$ cat config.mk
export PLATFORM = sky130hd
export DESIGN_NAME = cloud_bg_writer
export DESIGN_NICKNAME = d
export VERILOG_FILES = /design/src/rtl/cloud_bg_writer.sv
export SDC_FILE = /design/constraint.sdc
export NUM_CORES = 1
export LEC_CHECK = 0
export ABC_AREA = 1
export CORE_ASPECT_RATIO = 0.6
export CORE_MARGIN = 2
export CORE_UTILIZATION = 40
export CTS_CLUSTER_DIAMETER = 30
export CTS_CLUSTER_SIZE = 28
export DETAILED_ROUTE_END_ITERATION = 10
export PLACE_DENSITY = 0.68
export SLEW_MARGIN = 0
export SYNTH_ARGS = -nofsm -noshare
export SYNTH_HDL_FRONTEND = slang
export SYNTH_SLANG_ARGS = --single-unit
$ cat constraint.sdc
create_clock -name clk -period 2.1 [get_ports clk]
set_input_delay 0.42 -clock clk [delete_from_list [all_inputs] [get_ports clk]]
set_output_delay 0.42 -clock clk [all_outputs]
set_load 0.1 [all_outputs]
$ cat src/rtl/cloud_bg_writer.sv
// ---------------------------------------------------------------------------
// cloud_bg_writer
//
// Rectangle blitter for the 256x256 background framebuffer. It takes a
// valid/ready stream of RGB pixels and writes them in raster order into a
// programmable rectangle. Each write address is {y, x}. Pixels equal to the
// transparent key colour are consumed without being written.
//
// Parameters:
//   COLOR_W    pixel width (4:4:4 RGB by default)
//   ADDR_W     framebuffer address width, {y[7:0], x[7:0]}
//   KEY_EN     enables transparent-key skipping
//   KEY_COLOR  transparent key value
//
// Ports:
//   clk        system clock
//   rst        synchronous reset, active-high
//   start      command pulse, sampled only while idle
//   x0, y0     rectangle origin (column, row), latched on start
//   w_m1, h_m1 rectangle width/height minus one, latched on start
//   pix_valid  source has a pixel
//   pix_data   pixel value
//   pix_ready  block accepts a pixel this cycle
//   wr_en      framebuffer write strobe (one cycle after accept)
//   wr_addr    framebuffer write address
//   wr_data    framebuffer write data
//   busy       command in progress
//   done       one-cycle pulse alongside the final pixel's write slot
// ---------------------------------------------------------------------------
module cloud_bg_writer #(
  parameter int                 COLOR_W   = 12,
  parameter int                 ADDR_W    = 16,
  parameter bit                 KEY_EN    = 1'b1,
  parameter logic [COLOR_W-1:0] KEY_COLOR = 12'hF0F
) (
  input  logic               clk,
  input  logic               rst,
  input  logic               start,
  input  logic [7:0]         x0,
  input  logic [7:0]         y0,
  input  logic [7:0]         w_m1,
  input  logic [7:0]         h_m1,
  input  logic               pix_valid,
  input  logic [COLOR_W-1:0] pix_data,
  output logic               pix_ready,
  output logic               wr_en,
  output logic [ADDR_W-1:0]  wr_addr,
  output logic [COLOR_W-1:0] wr_data,
  output logic               busy,
  output logic               done
);

  typedef enum logic {
    IDLE = 1'b0,
    RUN  = 1'b1
  } state_t;

  state_t state;
  state_t state_next;

  logic [7:0] x0_q;
  logic [7:0] y0_q;
  logic [7:0] w_m1_q;
  logic [7:0] h_m1_q;
  logic [7:0] col;
  logic [7:0] row;

  logic       accept;
  logic       last_pix;
  logic       is_key;
  logic [7:0] addr_x;
  logic [7:0] addr_y;

  assign accept   = (state == RUN) && pix_valid;
  assign last_pix = (col == w_m1_q) && (row == h_m1_q);
  assign is_key   = KEY_EN && (pix_data == KEY_COLOR);

  // 8-bit sums wrap naturally, so rectangles crossing the right or bottom
  // edge continue at column 0 / row 0.
  assign addr_x = x0_q + col;
  assign addr_y = y0_q + row;

  // pix_ready and busy come straight from the state flop, so both are
  // registered and change the cycle after start / the last accept.
  assign pix_ready = (state == RUN);
  assign busy      = (state == RUN);

  always_ff @(posedge clk) begin
    if (rst) begin
      state <= IDLE;
    end else begin
      state <= state_next;
    end
  end

  always_comb begin
    state_next = state;
    case (state)
      IDLE: begin
        if (start) begin
          state_next = RUN;
        end
      end
      RUN: begin
        if (accept && last_pix) begin
          state_next = IDLE;
        end
      end
      default: state_next = IDLE;
    endcase
  end

  // Command latch, raster counters and the one-stage write pipeline.
  // wr_en and done default low each cycle so they are single-cycle pulses;
  // address/data hold their last value between writes.
  always_ff @(posedge clk) begin
    if (rst) begin
      x0_q    <= '0;
      y0_q    <= '0;
      w_m1_q  <= '0;
      h_m1_q  <= '0;
      col     <= '0;
      row     <= '0;
      wr_en   <= 1'b0;
      wr_addr <= '0;
      wr_data <= '0;
      done    <= 1'b0;
    end else begin
      wr_en <= 1'b0;
      done  <= 1'b0;

      if ((state == IDLE) && start) begin
        x0_q   <= x0;
        y0_q   <= y0;
        w_m1_q <= w_m1;
        h_m1_q <= h_m1;
        col    <= '0;
        row    <= '0;
      end

      if (accept) begin
        wr_en   <= !is_key;
        wr_addr <= ADDR_W'({addr_y, addr_x});
        wr_data <= pix_data;
        done    <= last_pix;
        if (col == w_m1_q) begin
          col <= '0;
          row <= row + 8'd1;
        end else begin
          col <= col + 8'd1;
        end
      end
    end
  end

endmodule

==> results of run 1 <==
-- metal layers --
metal	part of all wire [%]	global-route usage, %
met1	50	25.7
met2	44	30.7
met3	5.8	5.62
met4	0.99	4.36
met5	0	0
-- worst max-delay path, stage by stage, from the launching register on --
cell and delay (ns):
dfxtp_1 0.43, ha_1 0.21, inv_1 0.06, fa_1 0.40, o21ai_0 0.29, nand2_1 0.11, nand3_1 0.09, nand3_1 0.08
nand2_1 0.06, inv_1 0.03
-- layout make-up --
cell class	count	area [um^2]	share of cell area (%)
inverter	65	245	4.60
tap	135	169	3.17
timing repair buffer	90	831	15.6
multi-input combinational	426	2170	40.8
sequential	79	1580	29.7
clock inverter	6	93.8	1.76
clock buffer	10	239	4.48
-- kinds of logic (layout without fill, tap and decap cells) --
| family | Yosys count | in the layout |
|---|---|---|
| flops | 79 | 79 |
| simple gates | 285 | 285 |
| fa+ha+maj | 18 | 18 |
| xor+xnor | 14 | 14 |
| buf+inv | 91 | 171 |
| compound gates | 109 | 109 |
-- synthesized netlist by cell type, types with 4 or more instances --
master,instances
nand2_4,5
nand3_1,34
ha_1,16
inv_2,10
nor3_1,4
nand4_1,6
nor2_1,103
inv_1,54
o21ai_0,58
clkbuf_1,11
xor2_1,9
buf_2,8
xnor2_1,5
dfxtp_1,79
a21oi_1,40
nand2_1,119
-- metrics by stage --
stage | hold WS [ns] | instances | power, mW | cell area [um^2] | util [%]
global route | 0.492 | 811 | 4.39 | 5330 | 53.4
finish | 0.469 | 811 | 4.22 | 5330 | 53.4
floorplan | 0.443 | 596 | 2.28 | 4160 | -
CTS | 0.474 | 811 | 4.25 | 5330 | 53.4
global placement | 0.455 | 795 | 2.51 | 5000 | 50.1
detailed placement | 0.460 | 795 | 2.53 | 5000 | 50.1
-- flip-flops by register name (all words and copies together) (netlist names) --
signal,cells
wr_addr,16
wr_data,12
col,8
h_m1_q,8
row,8
w_m1_q,8
x0_q,8
y0_q,8
busy,1
done,1
wr_en,1
-- where the power goes --
part           total (mW)  internal, mW  switching (mW)
logic               0.850         0.275           0.575
registers            1.65          1.59          0.0585
clock network        1.73          1.08           0.648
-- repair_timing --
item                       CTS  global route
gates resized for setup      0             1
setup endpoints to repair    0             1
buffers inserted             0             0
-- path summary, 6_finish.rpt --
kind | start | end | cells past startpoint
min reg2reg | w_m1_q[2] | w_m1_q[2] | 2
max | row[0] | wr_addr[14] | 9
min | w_m1_q[2] | w_m1_q[2] | 2
max reg2reg | row[0] | wr_addr[14] | 9
==> results_dict.tcl, run 1 <==
set metrics [dict create \
    ant_nets 0 \
    initial_utilization_pct 41.6 \
    r2r_slack_ns 0.26 \
    power.density_nw_per_um2 792 \
    cts_buffers 9 \
    irDropWorstVdd_v 0.000437 \
    layout_common_cells "nand2_1 (119), nor2_1 (103), dfxtp_1 (79), o21ai_0 (57), inv_1 (54)" \
    grt_pass1_wl_um 17600 \
    max-slew-margin-rel_pct 75.6 \
    place.gp.congestion 0.818 \
    overflow 0 \
    fin_crit_ns 1.84 \
    routedWlPerCell_um 13.0 \
    yosys-top-cells-area "dfxtp_1 (38%), nand2_1 (11%), nor2_1 (9.3%)" \
    drt_iter0_markers 268 \
    skew_ns 0.00496 \
    synth_area_um2 4160 \
    p_leak_nw 2.44 \
    ys_warn_count 0 \
    die_x_um 136 \
    syn_to_final_growth_pct 28.3 \
    fillers 957 \
    cts_root_buffer "clkbuf_16" \
    pin_count 80 \
    grt_max_degree 41 \
    vias 3951 \
    viasPerCell 4.87 \
    synth_fa_ha_area_share_pct 5.78 \
    antenna_found_initial 0 \
    antennaDiodeCount 0 \
    die-height_um 83.0 \
    crit_path_end_kind "flip-flop" \
    cts_tree "done" \
    synth_compound_area_share_pct 13.5 \
    clk_path_buf_depth 2 \
    startpoint_type "flip-flop" \
    synth_top_flop_cell "dfxtp_1" \
    cts.sinks 79 \
    synthSimpleGateAreaFrac_pct 30.0 \
    status "finished clean" \
    synthCells 596 \
    synth-xor-area-share_pct 2.95 \
    synth_mux_area_share_pct 0 \
    port_buffers 79 \
    grt_use_total_pct 19.2 \
    fmax_mhz 543 \
    die_area_um2 11200 \
    final-hold-violation-count 0 \
    synth_top_family_by_area "simple AND/OR/NAND/NOR gates" \
    synth_seq_cells 79 \
    final_common_cell "nand2_1" \
    fp-row-count 28 \
    nets 737 \
    synthArstFlopShare_pct 0 \
    ys_seq_area_share_pct 38.0 \
    ctsHoldBuffers 0 \
    tightest_slew_ns 0.366 \
    setup_tns_ns 0 \
    setup_ws_ns 0.259 \
    arrival_ns 2.09 \
    drc 0 \
    synth.largest_area_cell "dfxtp_1" \
    dp_hpwl_um 7740 \
    syn_area_per_cell_um2 6.97 \
    crit_fanout 6 \
    cts_max_level 3 \
    syn_nets 662 \
    required_ns 2.35 \
    dr.pass1.iters 4 \
    core_region_area_um2 9980 \
    wl_um 10500 \
    timing.final.max_slew_violations 0 \
    clk_latency_ns 0.34 \
    synth_edf_count 0 \
    dp_slack_ns 0.177 \
    clkSlewWorstSetupHoldPaths_ns 0.06 \
    synth_cell_types 36 \
    first_global_vias 3797 \
    yosysTopAreaCellShare_pct 38.0 \
    setup_viol 0 \
    worstSetupPathType "reg -> reg" \
    max_cap_violations 0 \
    layout-drive-gt1-share_pct 12.9 \
    hold_class "reg -> reg" \
    rsz0062_at_grt "false" \
    fin_crit_sh_pct 87.6 \
]
Note: power is estimated with default switching activity, not from simulation.
==> run 2, diff against run 1 <==
--- a/config.mk
+++ b/config.mk
@@ -12,7 +12,9 @@
 export CTS_CLUSTER_DIAMETER = 30
 export CTS_CLUSTER_SIZE = 28
 export DETAILED_ROUTE_END_ITERATION = 10
+export GPL_ROUTABILITY_DRIVEN = 0
 export PLACE_DENSITY = 0.68
+export SETUP_SLACK_MARGIN = 0.1
 export SLEW_MARGIN = 0
 export SYNTH_ARGS = -nofsm -noshare
 export SYNTH_HDL_FRONTEND = slang
==> run 2 against run 1 <==
Net effect: hold slack is essentially flat; count of clock-buffer cells in the layout is the same; clock skew is essentially flat; maximum frequency grew 0.13%; flip-flop and latch count is the same; die area is the same; setup slack gained 0.0024 ns; routed wire length shrank 0.30%; largest power group unchanged; combinational power is essentially flat; non-clock buffer count is the same.
==> results_dict.tcl, run 2 (same netlist as run 1, synthesis figures left out) <==
set metrics [dict create \
    status "finished clean" \
    layout-drive-gt1-share_pct 13.0 \
    clk_latency_ns 0.34 \
    ant_nets 0 \
    crit_fanout 6 \
    cp-endpoint "wr_addr[14]" \
    crit_start "row[0]" \
    wl_um 10500 \
    cpPeakStageDelay_ns 0.43 \
    drc 0 \
    setup_tns_ns 0 \
    die_x_um 136 \
    power_mw 4.22 \
    grt_use_total_pct 19.2 \
    cts.sinks 79 \
    skew_ns 0.00505 \
    dp_hpwl_um 7740 \
    initial_utilization_pct 41.6 \
    grt_pass1_wl_um 17600 \
    crit_cells 9 \
    clkSlewWorstSetupHoldPaths_ns 0.06 \
    fp-row-count 28 \
    rsz0062_at_grt "false" \
    crit_buf_inv 2 \
    clk_path_buf_depth 2 \
    power.density_nw_per_um2 791 \
    cp_slowest_cell "dfxtp_1" \
    max_cap_violations 0 \
    largest_reg_flops 16 \
    crit_family "adder cells" \
    vias 3941 \
    met1_length_um 5190 \
    dr.pass1.iters 5 \
    timing.rr.end "wr_addr[14]" \
    ctsHoldBuffers 0 \
    top_layer "met4" \
    final_common_cell "nand2_1" \
    timing.final.max_slew_violations 0 \
    port_buffers 79 \
    die_area_um2 11200 \
    hold_class "reg -> reg" \
    cts_root_buffer "clkbuf_16" \
    first_global_vias 3797 \
    r2r_slack_ns 0.26 \
    cts_max_level 3 \
    fmax_mhz 544 \
    startpoint_type "flip-flop" \
    drt_iter0_markers 260 \
    crit_path_end_kind "flip-flop" \
    cts_tree "done" \
    irDropWorstVdd_v 0.000433 \
    grt_max_degree 41 \
    fin_crit_ns 1.84 \
    required_ns 2.34 \
    syn_to_final_growth_pct 28.4 \
    viasPerCell 4.86 \
    fin_crit_sh_pct 87.5 \
    final-hold-violation-count 0 \
    tightest_slew_ns 0.363 \
    max-slew-margin-rel_pct 75.8 \
    pin_count 80 \
    wl_met2_um 4570 \
    nets 737 \
    overflow 0 \
    worstSetupPathType "reg -> reg" \
    setup_viol 0 \
    antennaDiodeCount 0 \
    antenna_found_initial 0 \
    rr_startpoint "row[0]" \
    arrival_ns 2.08 \
    path_cells "ha_1 > inv_1 > fa_1 > o21ai_0 > nand2_1 > nand3_1 > nand3_1 > nand2_1 > inv_1" \
    dr_wl_met3_um 651 \
    routedWlPerCell_um 13.0 \
    cts_buffers 9 \
    die-height_um 83.0 \
    p_leak_nw 2.45 \
    reg2regPathDepth 9 \
    layout_common_cells "nand2_1 (119), nor2_1 (103), dfxtp_1 (79), o21ai_0 (57), inv_1 (54)" \
    top_regs "wr_addr: 16 flops, wr_data: 12 flops" \
    regMostFlops "wr_addr" \
    core_region_area_um2 9980 \
]
==> run 2: where the power goes <==
part / total, mW / switching (mW) / internal, mW
Sequential: 1.65 / 0.0584 / 1.59
Combinational: 0.849 / 0.575 / 0.275
Clock: 1.72 / 0.644 / 1.08
==> run 2: what timing repair did <==
| action | 4_1_cts | 5_1_grt |
|---|---|---|
| buffers inserted | 0 | 0 |
| resized for setup | 0 | 2 |
| endpoints found under the setup margin | 0 | 2 |
| hold endpoints to repair | 0 | 0 |
==> run 2: final cells by class <==
cell class / count / area (um^2)
fillers: 957 / 4650
multi-input cells: 426 / 2180
well taps: 135 / 169
inverters: 65 / 245
repair buffers: 90 / 831
clock inverters: 6 / 93.8
clock buffers: 10 / 239
flip-flops and latches: 79 / 1580
==> run 2: worst min path at each step <==
stage | from | to | slack, ns | depth (start not counted)
floorplan | w_m1_q[0] | w_m1_q[0] | 0.44 | 2
global placement | w_m1_q[2] | w_m1_q[2] | 0.46 | 2
detailed placement | w_m1_q[1] | w_m1_q[1] | 0.46 | 2
CTS | w_m1_q[1] | w_m1_q[1] | 0.47 | 2
global route | w_m1_q[3] | w_m1_q[3] | 0.49 | 2
finish | w_m1_q[2] | w_m1_q[2] | 0.47 | 2
==> run 2: tightest hold or removal path, delay by kind of cell, from the launching register on <==
family	cells	cell delay [ns]
flops	1	0.31
buf+inv	1	0.06
compound gates	1	0.05
==> run 2: per-stage QoR <==
stage	util (%)	cells	hold WS, ns	instance area (um^2)	worst slack, ns
finish	53.5	811	0.468	5340	0.262
global route	53.5	811	0.492	5340	0.159
CTS	53.4	811	0.474	5330	0.153
detailed placement	50.1	795	0.460	5000	0.177
global placement	50.1	795	0.455	5000	0.247
floorplan	-	596	0.443	4160	0.155
==> run 2: per-layer routing <==
metal | track usage (%) | vias up
met2 | 30.7 | 86
met5 | 0 | -
li1 | - | 2052
met1 | 25.7 | 1790
met4 | 4.36 | 0
met3 | 5.62 | 13
==> run 3, diff against run 2 <==
--- a/config.mk
+++ b/config.mk
@@ -6,14 +6,15 @@
 export NUM_CORES = 1
 export LEC_CHECK = 0
 export ABC_AREA = 1
+export ABC_CLOCK_PERIOD_IN_PS = 2100
 export CORE_ASPECT_RATIO = 0.6
 export CORE_MARGIN = 2
-export CORE_UTILIZATION = 40
+export CORE_UTILIZATION = 52
 export CTS_CLUSTER_DIAMETER = 30
 export CTS_CLUSTER_SIZE = 28
 export DETAILED_ROUTE_END_ITERATION = 10
 export GPL_ROUTABILITY_DRIVEN = 0
-export PLACE_DENSITY = 0.68
+export PLACE_DENSITY = 0.84
 export SETUP_SLACK_MARGIN = 0.1
 export SLEW_MARGIN = 0
 export SYNTH_ARGS = -nofsm -noshare
==> run 3 against run 2 <==
Net effect: die area fell by 22%; clock power shrank 4%; sequential share of layout area up 0.40 points; core utilization increased by 14 points; routed wire length down 4.0%; final cell count is 3.5% lower; clock skew increased by 0.0043 ns; global-route usage up 5.7 points; largest cell class unchanged; highest routed layer unchanged.
==> results_dict.tcl, run 3 (same netlist as run 1, synthesis figures left out) <==
set metrics [dict create \
    nets 737 \
    layout_common_cells "nand2_1 (119), nor2_1 (103), dfxtp_1 (79), o21ai_0 (56), inv_1 (54)" \
    cts_tree "done" \
    grt_max_degree 44 \
    place_area_um2 4950 \
    die-height_um 73.3 \
    startpoint_type "flip-flop" \
    arrival_ns 2.10 \
    wl_um 10100 \
    max_cap_violations 0 \
    required_ns 2.34 \
    fin_area_um2 5270 \
    cts_max_level 3 \
    crit_fanout 6 \
    crit_path_end_kind "flip-flop" \
    clkSlewWorstSetupHoldPaths_ns 0.06 \
    syn_to_final_growth_pct 26.7 \
    dp_cells 768 \
    cts_root_buffer "clkbuf_16" \
    p_leak_nw 2.43 \
    fin_crit_sh_pct 88.3 \
    skew_ns 0.00935 \
    setup_viol 0 \
    routedWlPerCell_um 12.9 \
    die_area_um2 8750 \
    ant_nets 0 \
    final_common_cell "nand2_1" \
    top_layer "met4" \
    cts_buffers 9 \
    met1_length_um 4590 \
    fin_crit_ns 1.85 \
    core_region_area_um2 7820 \
    initial_utilization_pct 53.2 \
    power_mw 4.14 \
    final-hold-violation-count 0 \
    wl_met2_um 4620 \
    dp_hpwl_um 7290 \
    vias 4000 \
    dr.pass1.iters 4 \
    layout-drive-gt1-share_pct 12.7 \
    tightest_slew_ns 0.347 \
    cts_resized 0 \
    worstSetupPathType "reg -> reg" \
    antennaDiodeCount 0 \
    clk_latency_ns 0.34 \
    grt_use_total_pct 24.9 \
    power.density_nw_per_um2 786 \
    postCtsSetupBuffers 0 \
    final_util_pct 67.3 \
    cts.sinks 79 \
    first_global_vias 3826 \
    ctsHoldBuffers 0 \
    clk_path_buf_depth 2 \
    drt_iter0_markers 269 \
    drc 0 \
    fmax_mhz 539 \
    setup_tns_ns 0 \
    overflow 0 \
    dr_wl_met3_um 725 \
    antenna_found_initial 0 \
    viasPerCell 5.11 \
    final_cells 783 \
    status "finished clean" \
    max-slew-margin-rel_pct 76.7 \
    top_regs "wr_addr: 16 flops, wr_data: 12 flops" \
    hold_class "reg -> reg" \
    die_x_um 119 \
    port_buffers 79 \
    timing.final.max_slew_violations 0 \
    irDropWorstVdd_v 0.000509 \
    largest_reg_flops 16 \
    grt_pass1_wl_um 17200 \
    fp-row-count 25 \
    rsz0062_at_grt "true" \
    pin_count 80 \
    regMostFlops "wr_addr" \
]
-- run 3: cell count changes in the layout (fill, tap and decap cells not counted) --
cell      delta
buf_12       -1
buf_4        +1
clkbuf_8     -1
clkinv_2     +2
clkinv_4     -2
o21ai_0      -1
o21ai_1      +2
o21ai_2      -1
-- run 3: final timing paths --
kind,cells after the start,to,startpoint,slack [ns]
max,9,wr_addr[6],col[0],0.25
min,2,w_m1_q[2],w_m1_q[2],0.47
max reg2reg,9,wr_addr[6],col[0],0.25
min reg2reg,2,w_m1_q[2],w_m1_q[2],0.47
-- run 3: per-stage QoR --
step           hold slack [ns]  setup slack [ns]
3_3_place_gp             0.454             0.258
5_1_grt                  0.492            0.0867
2_1_floorplan            0.443             0.155
4_1_cts                  0.470             0.144
3_5_place_dp             0.461             0.159
6_report                 0.472             0.246
-- run 3: final cells by class --
type / instances / area (um^2)
fillers: 670 / 2550
multi-input cells: 426 / 2170
flip-flops and latches: 79 / 1580
repair buffers: 90 / 818
inverters: 65 / 245
clock buffers: 9 / 225
well taps: 108 / 135
clock inverters: 6 / 86.3
-- run 3: power breakdown --
group / switching [mW] / internal (mW)
clock network: 0.615 / 1.03
logic: 0.571 / 0.272
registers: 0.0584 / 1.59
-- run 3: routing by layer --
| metal | global-route usage (%) | vias to the layer above |
|---|---|---|
| met5 | 0 | - |
| met4 | 7.97 | 0 |
| met3 | 8.23 | 16 |
| met2 | 42.0 | 136 |
| met1 | 30.8 | 1800 |
| li1 | - | 2048 |
-- run 3: critical path: stages (launching register included) --
cell and delay (ns):
dfxtp_1 0.43, ha_1 0.21, inv_1 0.06, fa_1 0.41, o21ai_1 0.26, nand2_1 0.12, nand3_1 0.08, nand3_1 0.08
nand2_1 0.07, inv_1 0.03
